$ cat src/rtl/elbeth_mem_arbiter_pkg.sv
// Shared encodings for the elbeth I/D memory arbiter: FSM states, grant
// identifiers, the read strobe pattern, response kinds and winner selection.
package elbeth_mem_arbiter_pkg;

   localparam logic [1:0] ST_IDLE = 2'd0;
   localparam logic [1:0] ST_BUSY = 2'd1;
   localparam logic [1:0] ST_RESP = 2'd2;

   localparam logic [1:0] GNT_NONE = 2'd0;
   localparam logic [1:0] GNT_I    = 2'd1;
   localparam logic [1:0] GNT_D    = 2'd2;

   localparam logic [3:0] RW_READ = 4'b0000;

   localparam logic RESP_OK  = 1'b0;
   localparam logic RESP_ERR = 1'b1;

   // Fixed mode: D beats I. Round-robin: on a tie the requester that was
   // not granted last wins; a lone requester always wins.
   function automatic logic [1:0] pick_winner(input logic       rr_mode,
                                              input logic       i_en,
                                              input logic       d_en,
                                              input logic [1:0] last_grant);
      logic [1:0] w;
      w = GNT_NONE;
      if (i_en && d_en) begin
         if (rr_mode)
            w = (last_grant == GNT_D) ? GNT_I : GNT_D;
         else
            w = GNT_D;
      end else if (d_en) begin
         w = GNT_D;
      end else if (i_en) begin
         w = GNT_I;
      end
      return w;
   endfunction

endpackage

$ cat src/rtl/elbeth_timeout_counter.sv
// Saturating 8-bit cycle counter that flags when a memory access has been
// outstanding for TIMEOUT cycles without a response.
module elbeth_timeout_counter #(
   parameter int TIMEOUT = 255
) (
   input  logic clk,
   input  logic rst,
   input  logic clear,
   input  logic enable,
   output logic expired
);

   localparam logic [7:0] LIMIT = 8'(TIMEOUT);

   logic [7:0] count;

   // Count busy cycles; saturate at the limit so the value never wraps.
   always_ff @(posedge clk) begin
      if (rst || clear)
         count <= 8'd0;
      else if (enable && (count != LIMIT))
         count <= count + 8'd1;
   end

   // Expiry is flagged during the TIMEOUT-th busy cycle so the access ends
   // after exactly TIMEOUT cycles with mem_en high.
   assign expired = enable && (count >= (LIMIT - 8'd1));

endmodule

$ cat src/rtl/elbeth_mem_arbiter.sv
// Arbitrates the core's instruction and data ports onto one memory port.
// A three-state FSM (IDLE/BUSY/RESP) serialises accesses and steers the
// read data and completion/error pulse back to the granted requester.
module elbeth_mem_arbiter
   import elbeth_mem_arbiter_pkg::*;
#(
   parameter int ADDR_W  = 12,
   parameter int DATA_W  = 32,
   parameter int RR_MODE = 0,
   parameter int TIMEOUT = 255
) (
   input  logic              clk,
   input  logic              rst,
   input  logic              i_en,
   input  logic [ADDR_W-1:0] i_addr,
   input  logic [3:0]        i_rw,
   input  logic [DATA_W-1:0] i_wdata,
   output logic [DATA_W-1:0] i_rdata,
   output logic              i_ready,
   output logic              i_error,
   input  logic              d_en,
   input  logic [ADDR_W-1:0] d_addr,
   input  logic [3:0]        d_rw,
   input  logic [DATA_W-1:0] d_wdata,
   output logic [DATA_W-1:0] d_rdata,
   output logic              d_ready,
   output logic              d_error,
   output logic              mem_en,
   output logic [ADDR_W-1:0] mem_addr,
   output logic [3:0]        mem_rw,
   output logic [DATA_W-1:0] mem_wdata,
   input  logic [DATA_W-1:0] mem_rdata,
   input  logic              mem_ready,
   input  logic              mem_error
);

   logic [1:0] state;
   logic [1:0] grant;
   logic [1:0] last_grant;
   logic       kind;
   logic [1:0] winner;
   logic       expired;

   assign winner = pick_winner(RR_MODE != 0, i_en, d_en, last_grant);

   elbeth_timeout_counter #(
      .TIMEOUT (TIMEOUT)
   ) u_timeout (
      .clk     (clk),
      .rst     (rst),
      .clear   (state != ST_BUSY),
      .enable  (state == ST_BUSY),
      .expired (expired)
   );

   // Arbitration FSM together with the registered memory-side request and
   // the per-requester read data registers.
   always_ff @(posedge clk) begin
      if (rst) begin
         state      <= ST_IDLE;
         grant      <= GNT_NONE;
         last_grant <= GNT_I;
         kind       <= RESP_OK;
         mem_en     <= 1'b0;
         mem_addr   <= '0;
         mem_rw     <= RW_READ;
         mem_wdata  <= '0;
         i_rdata    <= '0;
         d_rdata    <= '0;
      end else begin
         case (state)
            ST_IDLE: begin
               if (winner != GNT_NONE) begin
                  state      <= ST_BUSY;
                  grant      <= winner;
                  last_grant <= winner;
                  mem_en     <= 1'b1;
                  if (winner == GNT_D) begin
                     mem_addr  <= d_addr;
                     mem_rw    <= d_rw;
                     mem_wdata <= d_wdata;
                  end else begin
                     mem_addr  <= i_addr;
                     mem_rw    <= i_rw;
                     mem_wdata <= i_wdata;
                  end
               end
            end
            ST_BUSY: begin
               // Error wins over a simultaneous ready; rdata is kept on error.
               if (mem_error || (!mem_ready && expired)) begin
                  kind   <= RESP_ERR;
                  mem_en <= 1'b0;
                  state  <= ST_RESP;
               end else if (mem_ready) begin
                  if (grant == GNT_D)
                     d_rdata <= mem_rdata;
                  else
                     i_rdata <= mem_rdata;
                  kind   <= RESP_OK;
                  mem_en <= 1'b0;
                  state  <= ST_RESP;
               end
            end
            ST_RESP: begin
               state <= ST_IDLE;
               grant <= GNT_NONE;
            end
            default: begin
               state <= ST_IDLE;
               grant <= GNT_NONE;
            end
         endcase
      end
   end

   // Completion pulses are decoded from the RESP state and the latched grant.
   assign i_ready = (state == ST_RESP) && (grant == GNT_I) && (kind == RESP_OK);
   assign i_error = (state == ST_RESP) && (grant == GNT_I) && (kind == RESP_ERR);
   assign d_ready = (state == ST_RESP) && (grant == GNT_D) && (kind == RESP_OK);
   assign d_error = (state == ST_RESP) && (grant == GNT_D) && (kind == RESP_ERR);

endmodule

$ cat config.mk
export PLATFORM = sky130hd
export DESIGN_NAME = elbeth_mem_arbiter
export DESIGN_NICKNAME = d
export VERILOG_FILES = /design/src/rtl/elbeth_mem_arbiter_pkg.sv /design/src/rtl/elbeth_timeout_counter.sv /design/src/rtl/elbeth_mem_arbiter.sv
export SDC_FILE = /design/constraint.sdc
export NUM_CORES = 1
export LEC_CHECK = 0
export CAP_MARGIN = 15
export CORE_MARGIN = 5
export CORE_UTILIZATION = 43
export DETAILED_ROUTE_END_ITERATION = 8
export PLACE_DENSITY = 0.89
export SLEW_MARGIN = 15
export SYNTH_ARGS = -nofsm -noshare
export SYNTH_HDL_FRONTEND = slang
export SYNTH_SLANG_ARGS = --single-unit
export TNS_END_PERCENT = 5
$ cat constraint.sdc
create_clock -name clk -period 3.22 [get_ports clk]
set_clock_uncertainty 0.2 [all_clocks]
set_input_delay 0.805 -clock clk [delete_from_list [all_inputs] [get_ports clk]]
set_output_delay 0.805 -clock clk [all_outputs]
set_load 0.02 [all_outputs]
======== Word level (Yosys, flattened, before mapping) ========
Cells that the tools add are included.
Widths: inputs -> output; s select.
operators by class
  multiplexer cells ....................... 17
  add/subtract/negate cells ............... 1
  equal/unequal tests ..................... 9
  reduce and logical (&&, ||, !) cells .... 24
  bitwise gates (word level) .............. 4
  $lt $le $gt $ge ......................... 1
operators by type and width
  cell                 number
  $mux 32              1
  $mux 12              1
  $mux 2               6
  $logic_and 1x1->1    10
  $add 8x1->8 const B  1
  $ge 8x8->1 const B   1
  $ne 8x8->1 const B   1
  $pmux 2 s2           2
  $reduce_and 2->1     4
  $reduce_and 4->1     2
  $eq 2x2->1 const B   3
  $reduce_bool 2->1    3
  $mux 1               5
  $eq 2x1->1 const B   2
  $mux 4               1
  $not 1->1            4
  $ne 3x3->1 const B   1
  $reduce_and 3->1     1
  $logic_not 2->1      1
  $logic_or 1x1->1     2
  $ne 2x1->1 const B   1
  $ne 2x2->1 const B   1
  $pmux 1 s2           1
  $logic_not 1->1      1
word-level totals
  register bits ........................... 126
  word-level logic and storage cells ...... 66
  input bits .............................. 134
  output and inout port bits .............. 117

======== Longest topological paths before layout ========
Gate-level depths: netlist of run 1.
  word-level depth ........................ 6
  depth in mapped cells ................... 6
  depth with buffers taken out ............ 6

======== By module ========
A second synthesis of run 1 with hierarchy kept.
second synthesis, totals
  cell total of the unflattened synthesis .. 554
  area total of the unflattened synthesis .. 5,665.4 µm²
modules (own cells, without submodules)
  module                  instances  cells each  seq. area each (µm²)  area each (µm²)
  elbeth_mem_arbiter      1          503         2,362.3               5,223.8
  elbeth_timeout_counter  1          51          160.2                 441.7

======== Worst setup path after synthesis of run 1 ========
OpenSTA, ideal clock, no wires.
  path kind ............................... flip-flop to output port
  start ................................... register state[1]
  end ..................................... output i_error
  setup slack ............................. 1,035 ps
  path buffers ............................ 0
  stages on the path, launching flop included .. 4
  data arrival time ....................... 1,180 ps
  required time ........................... 2,215 ps
  cells stage by stage .................... dfxtp_1 nor2b_1 nand2_1 nor3b_1
between the ends
  longest elaborated chain between the ends .. 3
ends and longest elaborated chain
  item                            RTL line                   source
  from (decl)                     elbeth_mem_arbiter.sv:37   logic [1:0] state;
  from (signal assigned)          elbeth_mem_arbiter.sv:60   state <= ST_IDLE;
  from (signal assigned)          elbeth_mem_arbiter.sv:74   state <= ST_BUSY;
  from (signal assigned)          elbeth_mem_arbiter.sv:94   state <= ST_RESP;
  $eq 2x2->1                      elbeth_mem_arbiter.sv:119  assign i_error = (state == ST_RESP) && (grant == GNT_I) && (kind == RESP_ERR);
  $logic_and 1x1->1 (2 in a row)  elbeth_mem_arbiter.sv:119
  to (decl)                       elbeth_mem_arbiter.sv:20   output logic i_error,
Every way passes these cells.

======== Worst setup path after layout of run 1 ========
Same ends and word-level chain as after synthesis.

==> results.py, run 1 <==
metrics = {
    "cts": {
        "cts_sinks": 126,
        "cts_hold_buf": 0,
        "cts.path.max_buffers": 2,
        "htreeDepth": 4,
        "postCtsSetupBuffers": 0,
        "clk_pin_slew_ps": 60,
        "insertion_delay_ps": 400,
        "cts_resized": 0,
        "cts_buffers": 17,
        "cts_tree": "yes",
        "cts_root_buffer": "clkbuf_16",
    },
    "power": {
        "ir_worst_vdd_v": 0.0003072,
        "powerDensity_mw_per_mm2": 550.2,
        "p_leak_uw": 0.003072,
    },
    "global_routing": {
        "grt_pass1_vias": 5267,
        "track_usage": 0.2281,
        "grt_antenna_before_repair": 0,
        "gr-total-overflow": 0,
        "grt_pass1_wl_mm": 25.97,
        "grt_max_degree": 50,
    },
    "floorplan": {
        "io-pin-count": 251,
        "initial_core_util": 0.4364,
        "core_region_area_mm2": 0.01137,
        "rows": 39,
        "die-height_um": 117.4,
        "fp.dieW_um": 117.4,
        "dieArea_mm2": 0.01379,
    },
    "drt": {
        "drcViolationCount": 0,
        "drt_wl_total_mm": 16.15,
        "vias": 5090,
        "ant_nets": 0,
        "dr.pass1.iters": 4,
        "routed_via_density": 5.231,
        "wl_per_cell_um": 16.60,
        "drt-initial-drc-count": 568,
    },
    "timing": {
        "min_period_over_period": 0.9548,
        "worst_pin_slew_ps": 758.6,
        "rsz0062_at_grt": "no",
        "hold_viol_final": 0,
        "finalCriticalPeriod_ps": 3074,
        "drv_slew": 0,
        "fmax_ghz": 0.3253,
        "layout_setup_ws_ps": 145.7,
        "timing.slew.headroom": 0.4942,
        "fin_setup_tns_ps": 0,
        "setup_viol": 0,
    },
    "cells_and_area": {
        "antenna-diode-count": 0,
        "mostFrequentLayoutCells": "248 x clkdlybuf4s50_1, 134 x nand2_1, 126 x dfxtp_1",
        "layout_commonest_cell": "clkdlybuf4s50_1",
        "area_delta_synth_final_pct": 66.09,
        "final_nets": 953,
        "drive_gt1_frac": 0.06024,
        "n_fill_cell": 797,
    },
    "synth": {
        "synth.largest_area_cell": "dfxtp_1",
        "synth_top_area_frac": 0.5083,
        "ys_seq_area_frac": 0.5083,
        "ys_ff_latch": 126,
        "syn_nets": 711,
        "yosysWarningCount": 0,
        "netlist_top_cells_area": "dfxtp_1 51%, nand2_1 10%, mux2i_1 9.7%",
        "synth_compound_area_frac": 0.1563,
        "synth.avg_cell_area_um2": 8.630,
        "synth_mux_area_frac": 0.09682,
        "synth-adder-area-share": 0.005043,
        "netlist_area_mm2": 0.004962,
        "synth_top_family_by_area": "simple AND/OR/NAND/NOR gates",
        "synth_xor_area_frac": 0.007060,
        "synthSimpleGateAreaFrac": 0.1851,
        "yosysUniqueCellTypes": 37,
        "syn_inst": 575,
    },
    "placed_design": {
        "port-buffer-count": 250,
        "gp_congestion": 0.8455,
        "place_ws_ps": 430.7,
        "dp.final_hpwl_mm": 12.18,
    },
    "hold_path": {
        "holdCritPathClass": "register to register",
    },
    "critical_path": {
        "critPathArrivalTime_ps": 2070,
        "path_class": "register to output pin",
        "cp_max_fo": 7,
        "worst_setup_path_end_kind": "output pin",
        "worstPathRequired_ps": 2210,
        "cp-start-kind": "register",
        "reg2reg_slack_ps": 1310,
    },
    "status": {
        "status": "completed",
    },
    "run": {
        "cap_violations": 0,
    },
}
[per-stage QoR]
step           std cells  utilization  hold slack (ps)  area (um2)  power (uW)
6_report             973       0.7249            256.2        8242        4535
3_3_place_gp         941       0.6699            242.1        7616        2536
2_1_floorplan        575            -            260.5        4962        2101
3_5_place_dp         941       0.6699            248.8        7616        2566
4_1_cts              973       0.7249            255.0        8242        4567
5_1_grt              973       0.7249            277.2        8242        4712
[report_power, final]
part           internal, uW  switching, uW
sequential             1660           63.7
combinational           424            390
clock                  1330            664
total                  3420           1120
[routing by layer]
metal	track usage	vias up	wire, um
li1	-	2452	-
met1	0.2426	2360	6033
met2	0.4148	248	8254
met3	0.06978	30	1422
met4	0.09427	0	440
met5	0	-	0
[cell usage after synthesis, drive strengths merged]
cell type and number:
xor2 3, a2111oi 1, nand3 2, inv 3, o22ai 1, nor2 59
and4 1, or3 2, o31ai 1, ha 2, and4bb 1, a21oi 67
buf 24, and2b 1, and4b 1, a21o 1, and3 2, clkbuf 20
nor4 1, dfxtp 126, and2 2, xnor2 1, nor2b 5, o211ai 1
nand2 134, nand2b 3, o2111ai 2, a211oi 50, nor3b 1, or4 1
o21ai 2, mux2i 48, nand4 1, nor3 5
[layout make-up]
| cell class | count | area (um2) | area share |
|---|---|---|---|
| timing repair buffer | 267 | 2660 | 0.3228 |
| sequential | 126 | 2522 | 0.3061 |
| clock inverter | 10 | 161.4 | 0.01958 |
| clock buffer | 22 | 464.2 | 0.05632 |
| tap | 143 | 178.9 | 0.02171 |
| inverter | 3 | 11.26 | 0.001366 |
| multi-input combinational | 402 | 2243 | 0.2722 |
[path summary, 6_finish.rpt]
path	from	end	cells after the start
min	i_rdata[13]$_SDFFE_PP0P_	i_rdata[13]$_SDFFE_PP0P_	2
min reg2reg	i_rdata[13]$_SDFFE_PP0P_	i_rdata[13]$_SDFFE_PP0P_	2
max reg2reg	u_timeout.count[0]$_SDFFE_PP0P_	u_timeout.count[7]$_SDFFE_PP0P_	5
max	state[1]$_SDFFE_PP0P_	i_error	4
[worst max-delay path, stage by stage, from the launching register on]
cell	delay [ps]
dfxtp_1	500
nor2b_1	250
nand2_1	90
nor3b_1	190
clkdlybuf4s50_1	640
[registers in the layout, summed over array words and instances, names as in the netlist, 2 cells and up]
signal	flops
d_rdata	32
grant	2
i_rdata	32
mem_addr	12
mem_rw	4
mem_wdata	32
state	2
u_timeout.count	8
[logic make-up after synthesis]
logic type	count (synthesis)
adders and majority gates	2
xor gates and xnor gates	4
DFF	126
AOI/OAI and AO/OA	126
and+or+nand+nor	222
buffers and inverters	47
muxes	48
Note: power is estimated with default switching activity, not from simulation.
==> inputs of run 2 (changes only) <==
Settings changed: SKIP_CTS_REPAIR_TIMING set to 1.
==> results of run 2 <==
Final layout, timing and power as in run 1 (identical DEF).
